$ cat config.mk
export PLATFORM = sky130hd
export DESIGN_NAME = mem_port_arbiter
export DESIGN_NICKNAME = d
export VERILOG_FILES = /design/src/rtl/mem_port_arbiter.sv
export SDC_FILE = /design/constraint.sdc
export NUM_CORES = 1
export LEC_CHECK = 0
export CAP_MARGIN = 20
export CORE_MARGIN = 2
export CORE_UTILIZATION = 40
export DETAILED_ROUTE_END_ITERATION = 10
export PLACE_DENSITY = 0.88
export SYNTH_ARGS = -nofsm -noshare
export SYNTH_HDL_FRONTEND = slang
export SYNTH_SLANG_ARGS = --single-unit
$ cat constraint.sdc
create_clock -name clk -period 8.3 [get_ports clk]
set_clock_uncertainty 0.15 [all_clocks]
set_input_delay 0.83 -clock clk [delete_from_list [all_inputs] [get_ports clk]]
set_output_delay 0.83 -clock clk [all_outputs]
set_load 0.01 [all_outputs]
$ cat src/rtl/mem_port_arbiter.sv
// mem_port_arbiter: shares one memory port between instruction fetch and
// load/store. Round-robin arbitration in IDLE, then one transaction at a time
// through ISSUE -> WAIT -> RESP, with an optional response timeout.
//
// Handshakes: x_gnt is a single-cycle combinational accept while IDLE; the
// winner's fields are captured on that edge. m_req is held until m_ack
// (ISSUE only). m_rvalid is honoured only in WAIT. x_rvalid is a one-cycle
// pulse in RESP, qualified by x_err; x_rdata/x_err are zero outside RESP.
// DATA_W must be 32 because byte enables are fixed at 4 bits.
module mem_port_arbiter #(
    parameter int ADDR_W         = 32,
    parameter int DATA_W         = 32,
    parameter int TIMEOUT_CYCLES = 255
) (
    input  logic              clk,
    input  logic              rst,
    input  logic              if_req,
    input  logic [ADDR_W-1:0] if_addr,
    output logic              if_gnt,
    output logic              if_rvalid,
    output logic [DATA_W-1:0] if_rdata,
    output logic              if_err,
    input  logic              d_req,
    input  logic              d_we,
    input  logic [ADDR_W-1:0] d_addr,
    input  logic [DATA_W-1:0] d_wdata,
    input  logic [3:0]        d_be,
    output logic              d_gnt,
    output logic              d_rvalid,
    output logic [DATA_W-1:0] d_rdata,
    output logic              d_err,
    output logic              m_req,
    output logic              m_we,
    output logic [ADDR_W-1:0] m_addr,
    output logic [DATA_W-1:0] m_wdata,
    output logic [3:0]        m_be,
    input  logic              m_ack,
    input  logic              m_rvalid,
    input  logic [DATA_W-1:0] m_rdata,
    output logic [1:0]        dbg_state
);

    typedef enum logic [1:0] {
        S_IDLE  = 2'd0,
        S_ISSUE = 2'd1,
        S_WAIT  = 2'd2,
        S_RESP  = 2'd3
    } state_t;

    localparam int CNT_W = (TIMEOUT_CYCLES < 2) ? 1 : $clog2(TIMEOUT_CYCLES + 1);
    localparam bit TO_EN = (TIMEOUT_CYCLES != 0);
    // Counter value at which the transaction is abandoned.
    localparam logic [CNT_W-1:0] T_LIM = CNT_W'(TIMEOUT_CYCLES);
    // One cycle earlier: m_req is dropped so it is low in the limit cycle.
    localparam logic [CNT_W-1:0] T_PRE = CNT_W'(TIMEOUT_CYCLES - 1);

    state_t              state_q;
    logic                last_d_q;   // 1: data port was granted most recently
    logic                owner_d_q;  // 1: in-flight transaction belongs to data port
    logic [CNT_W-1:0]    cnt_q;
    logic                m_req_q;
    logic                m_we_q;
    logic [ADDR_W-1:0]   m_addr_q;
    logic [DATA_W-1:0]   m_wdata_q;
    logic [3:0]          m_be_q;
    logic                if_rvalid_q, d_rvalid_q;
    logic                if_err_q, d_err_q;
    logic [DATA_W-1:0]   if_rdata_q, d_rdata_q;

    logic                gnt_if_d, gnt_d_d;
    logic                to_hit_d, to_pre_d;
    logic [DATA_W-1:0]   resp_data_d;

    // Arbitration and timeout decode; grants are suppressed while reset is held.
    always_comb begin
        gnt_if_d    = !rst && (state_q == S_IDLE) && if_req && (!d_req || last_d_q);
        gnt_d_d     = !rst && (state_q == S_IDLE) && d_req && (!if_req || !last_d_q);
        to_hit_d    = TO_EN && (cnt_q == T_LIM);
        to_pre_d    = TO_EN && (cnt_q == T_PRE);
        resp_data_d = m_we_q ? '0 : m_rdata;
    end

    // Transaction FSM with all outputs registered.
    always_ff @(posedge clk or posedge rst) begin
        if (rst) begin
            state_q     <= S_IDLE;
            last_d_q    <= 1'b1;
            owner_d_q   <= 1'b0;
            cnt_q       <= '0;
            m_req_q     <= 1'b0;
            m_we_q      <= 1'b0;
            m_addr_q    <= '0;
            m_wdata_q   <= '0;
            m_be_q      <= 4'h0;
            if_rvalid_q <= 1'b0;
            d_rvalid_q  <= 1'b0;
            if_err_q    <= 1'b0;
            d_err_q     <= 1'b0;
            if_rdata_q  <= '0;
            d_rdata_q   <= '0;
        end else begin
            case (state_q)
                S_IDLE: begin
                    if (gnt_if_d || gnt_d_d) begin
                        owner_d_q <= gnt_d_d;
                        last_d_q  <= gnt_d_d;
                        cnt_q     <= '0;
                        m_req_q   <= 1'b1;
                        state_q   <= S_ISSUE;
                        if (gnt_d_d) begin
                            m_we_q    <= d_we;
                            m_addr_q  <= d_addr;
                            m_wdata_q <= d_wdata;
                            m_be_q    <= d_be;
                        end else begin
                            m_we_q    <= 1'b0;
                            m_addr_q  <= if_addr;
                            m_wdata_q <= '0;
                            m_be_q    <= 4'hF;
                        end
                    end
                end
                S_ISSUE: begin
                    cnt_q <= cnt_q + 1'b1;
                    if (to_hit_d) begin
                        m_req_q <= 1'b0;
                        state_q <= S_RESP;
                        if (owner_d_q) begin
                            d_rvalid_q <= 1'b1;
                            d_err_q    <= 1'b1;
                            d_rdata_q  <= '0;
                        end else begin
                            if_rvalid_q <= 1'b1;
                            if_err_q    <= 1'b1;
                            if_rdata_q  <= '0;
                        end
                    end else if (m_ack) begin
                        m_req_q <= 1'b0;
                        state_q <= S_WAIT;
                    end else if (to_pre_d) begin
                        m_req_q <= 1'b0;
                    end
                end
                S_WAIT: begin
                    cnt_q <= cnt_q + 1'b1;
                    // A response in the limit cycle still counts as success.
                    if (m_rvalid || to_hit_d) begin
                        state_q <= S_RESP;
                        if (owner_d_q) begin
                            d_rvalid_q <= 1'b1;
                            d_err_q    <= !m_rvalid;
                            d_rdata_q  <= m_rvalid ? resp_data_d : '0;
                        end else begin
                            if_rvalid_q <= 1'b1;
                            if_err_q    <= !m_rvalid;
                            if_rdata_q  <= m_rvalid ? resp_data_d : '0;
                        end
                    end
                end
                S_RESP: begin
                    state_q     <= S_IDLE;
                    if_rvalid_q <= 1'b0;
                    d_rvalid_q  <= 1'b0;
                    if_err_q    <= 1'b0;
                    d_err_q     <= 1'b0;
                    if_rdata_q  <= '0;
                    d_rdata_q   <= '0;
                end
                default: state_q <= S_IDLE;
            endcase
        end
    end

    assign if_gnt    = gnt_if_d;
    assign d_gnt     = gnt_d_d;
    assign if_rvalid = if_rvalid_q;
    assign if_rdata  = if_rdata_q;
    assign if_err    = if_err_q;
    assign d_rvalid  = d_rvalid_q;
    assign d_rdata   = d_rdata_q;
    assign d_err     = d_err_q;
    assign m_req     = m_req_q;
    assign m_we      = m_we_q;
    assign m_addr    = m_addr_q;
    assign m_wdata   = m_wdata_q;
    assign m_be      = m_be_q;
    assign dbg_state = state_q;

endmodule

==> results of run 1 <==
-- through the flow --
step | power, mW | instances | util, %
CTS | 3.28 | 977 | 62.9
finish | 3.25 | 977 | 62.9
global route | 3.44 | 977 | 62.9
detailed placement | 2.55 | 946 | 59.3
global placement | 2.51 | 946 | 59.3
floorplan | 1.83 | 508 | -
-- report_power, final --
| part | total, mW | switching [mW] | internal [mW] |
|---|---|---|---|
| Clock | 0.715 | 0.325 | 0.389 |
| Combinational | 1.38 | 0.654 | 0.724 |
| Sequential | 1.16 | 0.167 | 0.993 |
| Total | 3.25 | 1.15 | 2.11 |
-- per-layer routing --
metal / GRT usage [%] / vias up / wire length (µm)
met5: 0 / - / 0
met4: 8.02 / 0 / 446
met3: 7.18 / 41 / 1510
met2: 34.2 / 256 / 8320
met1: 28.7 / 2537 / 7270
li1: - / 2398 / -
-- final cells by class --
cell class              count  area [µm²]
well taps                 188         235
fillers                  1136        5600
multi-input cells         312        2060
flip-flops and latches    150        3750
inverters                   9        38.8
clock inverters            14         119
repair buffers            287        2860
clock buffers              17         425
-- how the worst max path moves through the flow --
stage,from,endpoint,slack [ps],depth (start not counted)
3_5_place_dp,rst,d_gnt,4670,6
6_report,rst,d_gnt,4670,6
2_1_floorplan,rst,cnt_q[0],3290,1
3_3_place_gp,rst,d_gnt,4700,6
4_1_cts,rst,d_gnt,4670,6
5_1_grt,rst,d_gnt,4560,6
-- cells in the mapped netlist, drive strengths merged, types with 7 or more instances --
cell type	number
a22o	97
a31oi	36
buf	26
clkbuf	11
dfrtp	149
ha	7
inv	9
nand2	75
nor2	39
o21ai	13
-- worst register-to-register path, stage by stage (launching register included) --
cell      delay [ps]
dfrtp_1          420
inv_1            150
ha_1             250
nand3b_1         110
a21o_1           160
buf_4            250
inv_2            140
buf_4            560
nand2_1          180
a31oi_1          200
-- flip-flops by register name, summed over array words and instances (netlist names), 2 cells and up --
| register | cells |
|---|---|
| cnt_q | 8 |
| d_rdata | 32 |
| dbg_state | 2 |
| if_rdata | 32 |
| m_addr | 32 |
| m_be | 4 |
| m_wdata | 32 |
-- kinds of logic (layout without fill, tap and decap cells) --
group,count (synthesis),in the layout
compound gates,170,170
simple gates,131,131
flops,150,150
buf+inv,46,327
mux,4,4
fa+ha+maj,7,7
==> reports/qor.yml, run 1 <==
cp-end-kind: "output port"
layout_commonest_cell: "clkdlybuf4s50_1"
synthCells: 508
synth_top_family_by_area: "compound AO/OA/AOI/OAI gates"
ant_nets: 0
required_ps: 7320
layout.nets: 923
cts_hold_buf: 0
grt_pass1_vias: 5280
synthAdderAreaFrac_pct: 1.43
grt-ovfl-total: 0
hold_viol_final: 0
syn_avg_cell_area_um2: 12.0
synth_seq_cells: 150
setup_viol: 0
routedWlPerCell_um: 18.0
drc: 0
synth_edf_count: 0
maxCapViolCount: 0
gp_congestion: 0.792
avgViaCountPerCell: 5.36
synthSimpleGateAreaFrac_pct: 9.31
cts.repair.resized: 0
critPathBufInv: 4
reg2reg_slack_ps: 5650
path_delay_family: "buffers and inverters"
most-common-layout-cells: "280 x clkdlybuf4s50_1, 149 x dfrtp_1, 97 x a22o_1"
p_leak_nw: 4.10
grtUsageTotal_pct: 21.9
rr_endpoint: "m_addr[23]"
worstPathMaxFanout: 38
ys_types: 44
outcome: "completed"
synth.yosys.seq_area_share_pct: 61.4
yosysWarnings: 0
core-area_um2: 15100
worstPathCellList: "clkdlybuf4s50_1, nand3b_1, a21o_1, buf_4, inv_2, clkdlybuf4s50_1"
crit_slowest_cell: "clkdlybuf4s50_1"
r2r_start: "dbg_state[0]"
yosys-top-cells-area: "dfrtp_1 61%, a22o_1 14%, nand2_1 4.6%"
drt_wl_total_um: 17500
grt_pass1_wl_um: 28300
syn_nets: 654
path_clk_slew_ps: 60
diodes: 0
yosysTopAreaCell: "dfrtp_1"
holdWs_ps: 345
final_area_um2: 9490
syn_area_um2: 6120
min_to: "if_err"
hpwl_um: 12400
cts_buffers: 17
cts-htree-levels: 4
path_common_cell: "clkdlybuf4s50_1"
fin_crit_sh_pct: 43.7
synth_top_area_share_pct: 61.0
arrival_ps: 2650
critPathKind: "in -> out"
drt_iter0_drc: 309
rsz0062_at_grt: "no"
num_rows: 45
chipHeight_um: 128
synth-xor-area-share_pct: 0
synthMuxAreaShare_pct: 0.695
initial_core_util_pct: 40.5
relSlewSlack_pct: 33.3
min_period_ps: 3630
hp-class: "reg -> reg"
drv_slew: 0
worst_slew_pin_slew_ps: 995
cts_tree: "done"
firstDrtPassIters: 5
r2r_cells: 9
async_flop_share_pct: 100
placement.io_buffers: 280
synth_ff_type: "dfrtp_1"
die_x_um: 128
drive_above_1_share_pct: 6.08
vdd.ir_drop.worst_mv: 0.160
cts_buffer_depth: 2
max_freq_ghz: 0.275
grt_max_degree: 78
antenna_found_initial: 0
place_area_um2: 8940
cts_root_buf: "clkbuf_16"
setup_ws_ps: 4670
clk_latency_ps: 410
cts.sinks: 150
num_io_pins: 281
synth_compound_area_share_pct: 22.2
pre_cts_slack_ps: 4670
postCtsSetupBuffers: 0
die_area_um2: 16300
powerDensity_nw_per_um2: 343
vias: 5232
area.growth.synth_to_final_pct: 55.1
max_stage_delay_ps: 540
fin_setup_tns_ps: 0
hold_depth: 1
worstSetupStartpointType: "primary input"
hp-start: "if_err"
No activity file was read; power rests on OpenSTA's default activity.
==> inputs of run 2 (changes only) <==
Clock period 8.3 ns to 3.7 ns, I/O delays scaled along.
==> run 2 against run 1 <==
First-iteration DRC count is 32% higher. Critical path depth stayed put. Die area unchanged. Clock power rose to 2.6 times the previous value. Combinational power grew 130%. Non-clock buffer count increased by 2. Worst setup slack worse by 3800 ps. Worst hold slack improved by 8.2 ps. Critical path type is now reg -> out.
==> reports/qor.yml, run 2 (synthesized netlist as in run 1, its figures left out) <==
outcome: "completed"
worstPathMaxFanout: 5
grt_max_degree: 70
grt-ovfl-total: 0
cts-htree-levels: 4
layout.nets: 925
fin_crit_sh_pct: 76.9
r2r_start: "dbg_state[1]"
diodes: 0
routedWlPerCell_um: 18.7
drt_wl_total_um: 18300
seq_area_um2: 3750
powerDensity_nw_per_um2: 791
place_area_um2: 8960
setup_ws_ps: 856
p_leak_nw: 4.15
cts.repair.resized: 0
most-common-layout-cells: "280 x clkdlybuf4s50_1, 149 x dfrtp_1, 97 x a22o_1"
vias: 5209
hpwl_um: 13000
hp-start: "m_wdata[24]"
drive_above_1_share_pct: 6.32
chipHeight_um: 128
multi_input_area_um2: 2060
die_area_um2: 16300
core-area_um2: 15100
grt_pass1_wl_um: 28300
antenna_found_initial: 0
postCtsSetupBuffers: 0
p_total_mw: 7.59
num_rows: 45
hold_viol_final: 0
max_stage_delay_ps: 580
firstDrtPassIters: 4
die_x_um: 128
placement.io_buffers: 280
num_io_pins: 281
worstSetupStartpointType: "flop"
cts.sinks: 150
path_delay_family: "buffers and inverters"
initial_core_util_pct: 40.5
required_ps: 3180
min_to: "m_wdata[24]"
hold_depth: 1
path_clk_slew_ps: 60
maxCapViolCount: 0
crit_slowest_cell: "clkdlybuf4s50_1"
arrival_ps: 2320
cp-end-kind: "output port"
cts_buffer_depth: 2
drt_iter0_drc: 408
cts_tree: "done"
area.growth.synth_to_final_pct: 56.8
worst_slew_pin_slew_ps: 1010
drc: 0
cts_hold_buf: 0
layout_commonest_cell: "clkdlybuf4s50_1"
avgViaCountPerCell: 5.32
cts_root_buf: "clkbuf_16"
vdd.ir_drop.worst_mv: 0.355
drv_slew: 0
ant_nets: 0
critPathBufInv: 2
worstPathCellList: "inv_1, ha_1, nor2b_1, nand2_1, a21oi_1, clkdlybuf4s50_1"
grtUsageTotal_pct: 22.3
rr_endpoint: "if_err"
gp_congestion: 0.785
reg2reg_slack_ps: 1250
min_period_ps: 2840
critPathKind: "reg -> out"
setup_viol: 0
nFillCells: 1137
fin_setup_tns_ps: 0
rsz0062_at_grt: "no"
grt_pass1_vias: 5238
clk_latency_ps: 420
relSlewSlack_pct: 32.3
pre_cts_slack_ps: 1160
final_area_um2: 9590
cts_buffers: 17
r2r_cells: 5
hp-class: "reg -> reg"
max_freq_ghz: 0.352
run 2: cell type report:
class / instances / share of cell area [%]
inverters: 9 / 0.391
multi-input cells: 312 / 21.5
clock buffers: 18 / 4.58
well taps: 188 / 2.45
clock inverters: 13 / 2.06
repair buffers: 289 / 29.9
flip-flops and latches: 150 / 39.1
run 2: worst max-delay path by stage:
stage / startpoint / to / cells past startpoint / slack, ps
6_report: dbg_state[0] / if_gnt / 6 / 860
3_3_place_gp: rst / m_addr[4] / 7 / 1220
5_1_grt: dbg_state[1] / if_gnt / 6 / 650
2_1_floorplan: rst / cnt_q[0] / 1 / 1290
4_1_cts: dbg_state[0] / if_gnt / 6 / 830
3_5_place_dp: rst / m_addr[20] / 7 / 1160
run 2: report_power, final:
group	switching, mW	leakage, nW	internal (mW)
Combinational	1.49	1.93	1.62
Clock	0.703	0.301	1.15
Sequential	0.386	1.92	2.23
run 2: metal layers:
layer | share of wire, % | routed length [µm] | track usage (%) | vias to the layer above
met3 | 8.6 | 1580 | 7.26 | 36
met4 | 2.3 | 425 | 7.89 | 0
met1 | 39 | 7080 | 26.8 | 2530
met5 | 0 | 0 | 0 | -
met2 | 50 | 9200 | 37.9 | 244
li1 | - | - | - | 2399
run 2: stage by stage:
step / cells / util (%) / hold slack, ps
after global routing: 979 / 63.6 / 360
after global placement: 948 / 59.4 / 325
after CTS: 979 / 63.6 / 336
after floorplan: 508 / - / 321
final: 979 / 63.6 / 353
after detailed placement: 948 / 59.4 / 331
==> inputs of run 3 (changes only) <==
Clock period 3.7 ns to 2.82 ns, I/O delays scaled along.
==> run 3 against run 2 <==
Worst hold slack worse by 140 ps. Sequential power grew 31%. First-iteration DRC count down 13%. Via count grew 0.83%. Core utilization rose by 0.31 points. Wire length decreased by 1.0%. Critical path depth unchanged. Clock power increased by 25%. Register-to-register slack got worse by 840 ps. Largest cell class unchanged. Global-route usage barely moved. Combinational power increased by 32%. Cell count rose by 0.31%.
==> reports/qor.yml, run 3 (synthesized netlist as in run 1, its figures left out) <==
die_area_um2: 16300
p_leak_nw: 4.18
required_ps: 2390
layoutNonFillerInstCount: 982
grt_pass1_vias: 5265
worst_slew_pin_slew_ps: 693
avgViaCountPerCell: 5.35
met1_length_um: 7290
relSlewSlack_pct: 53.8
grt_max_degree: 66
dp.cells: 951
initial_core_util_pct: 40.5
layout_commonest_cell: "clkdlybuf4s50_1"
path_clk_slew_ps: 60
cts-htree-levels: 4
worstSetupStartpointType: "flop"
most-common-layout-cells: "280 x clkdlybuf4s50_1, 149 x dfrtp_1, 97 x a22o_1"
antenna_found_initial: 0
drive_above_1_share_pct: 6.93
dr_wl_met2_um: 9210
arrival_ps: 2260
max_freq_ghz: 0.372
die_x_um: 128
num_io_pins: 281
cts.sinks: 150
min_period_ps: 2690
core-area_um2: 15100
wl_met3_um: 1280
nFillCells: 1119
placement.io_buffers: 280
clk_latency_ps: 410
cts_buffer_depth: 2
num_rows: 45
cts_root_buf: "clkbuf_16"
vdd.ir_drop.worst_mv: 0.529
grtUsageTotal_pct: 22.3
grt-ovfl-total: 0
setup_viol: 0
powerDensity_nw_per_um2: 1020
firstDrtPassIters: 4
gp_congestion: 0.772
fin_crit_sh_pct: 95.4
maxUsedRoutingLayer: "met4"
final_util_pct: 63.9
layout.nets: 928
hp-class: "in -> async"
hold_viol_final: 0
drv_slew: 0
vias: 5252
hpwl_um: 12700
ant_nets: 0
area.growth.synth_to_final_pct: 57.6
cts_tree: "done"
diodes: 0
cts_buffers: 17
maxCapViolCount: 0
critPathKind: "reg -> out"
drt_iter0_drc: 353
routedWlPerCell_um: 18.4
drc: 0
outcome: "completed"
chipHeight_um: 128
cp-end-kind: "output port"
worstPathMaxFanout: 5
drt_wl_total_um: 18100
grt_pass1_wl_um: 28300
postCtsSetupBuffers: 0
-- run 3: cell count changes in the layout (fill, tap and decap cells not counted), sizes merged --
| cell | previous run | this run |
|---|---|---|
| clkinvlp | 4 | 1 |
| bufinv | 4 | 3 |
| clkinv | 3 | 7 |
| buf | 9 | 12 |
-- run 3: metrics by stage --
| step | hold WS, ps | power, mW | setup WS (ps) | setup TNS [ps] | instance area, µm² |
|---|---|---|---|---|---|
| 6_report | 211 | 9.88 | 129 | 0 | 9640 |
| 5_1_grt | 220 | 10.4 | -6.38 | -6.38 | 9640 |
| 2_1_floorplan | 258 | 5.40 | 500 | 0 | 6120 |
| 3_3_place_gp | 332 | 7.43 | 416 | 0 | 9020 |
| 3_5_place_dp | 332 | 7.56 | 357 | 0 | 9020 |
| 4_1_cts | 156 | 9.96 | 60.1 | 0 | 9630 |
-- run 3: layout make-up --
type                       count  area [µm²]  share of cell area [%]
inverter                       9        37.5                   0.389
tap                          188         235                    2.44
timing repair buffer         292        2930                    30.4
multi-input combinational    312        2070                    21.5
clock buffer                  18         439                    4.56
clock inverter                13         173                    1.79
sequential                   150        3750                    38.9
-- run 3: power by group --
part / internal (mW) / switching [mW] / leakage (nW)
combinational: 2.18 / 1.94 / 1.96
clock: 1.43 / 0.909 / 0.303
sequential: 2.92 / 0.497 / 1.92
total: 6.53 / 3.35 / 4.18
-- run 3: repair_timing --
action / CTS / global route
endpoints found under the setup margin: 1 / 1
hold buffers: 0 / 0
cloned: 0 / 0
resized for setup: 1 / 2
-- run 3: worst max-delay path: stages, from the launching register on --
cell	delay [ps]
dfrtp_1	420
inv_1	150
ha_1	240
nor2b_4	200
nand2_1	100
a21oi_2	170
clkdlybuf4s50_1	570
-- run 3: final timing paths --
kind | from | slack, ps | depth (start not counted) | end
setup / recovery | dbg_state[0] | 130 | 6 | if_gnt
hold / removal | rst | 210 | 2 | cnt_q[4]
setup reg to reg | dbg_state[0] | 410 | 8 | m_addr[12]
hold reg to reg | d_err | 340 | 1 | d_err
max in group asynchronous | rst | 1680 | 3 | m_wdata[9]
min in group clk | d_addr[8] | 270 | 3 | m_addr[8]
-- run 3: metal layers --
layer	track usage, %	up-vias
met5	0	-
met4	7.30	0
met3	6.76	26
met2	37.9	237
met1	27.2	2579
li1	-	2410
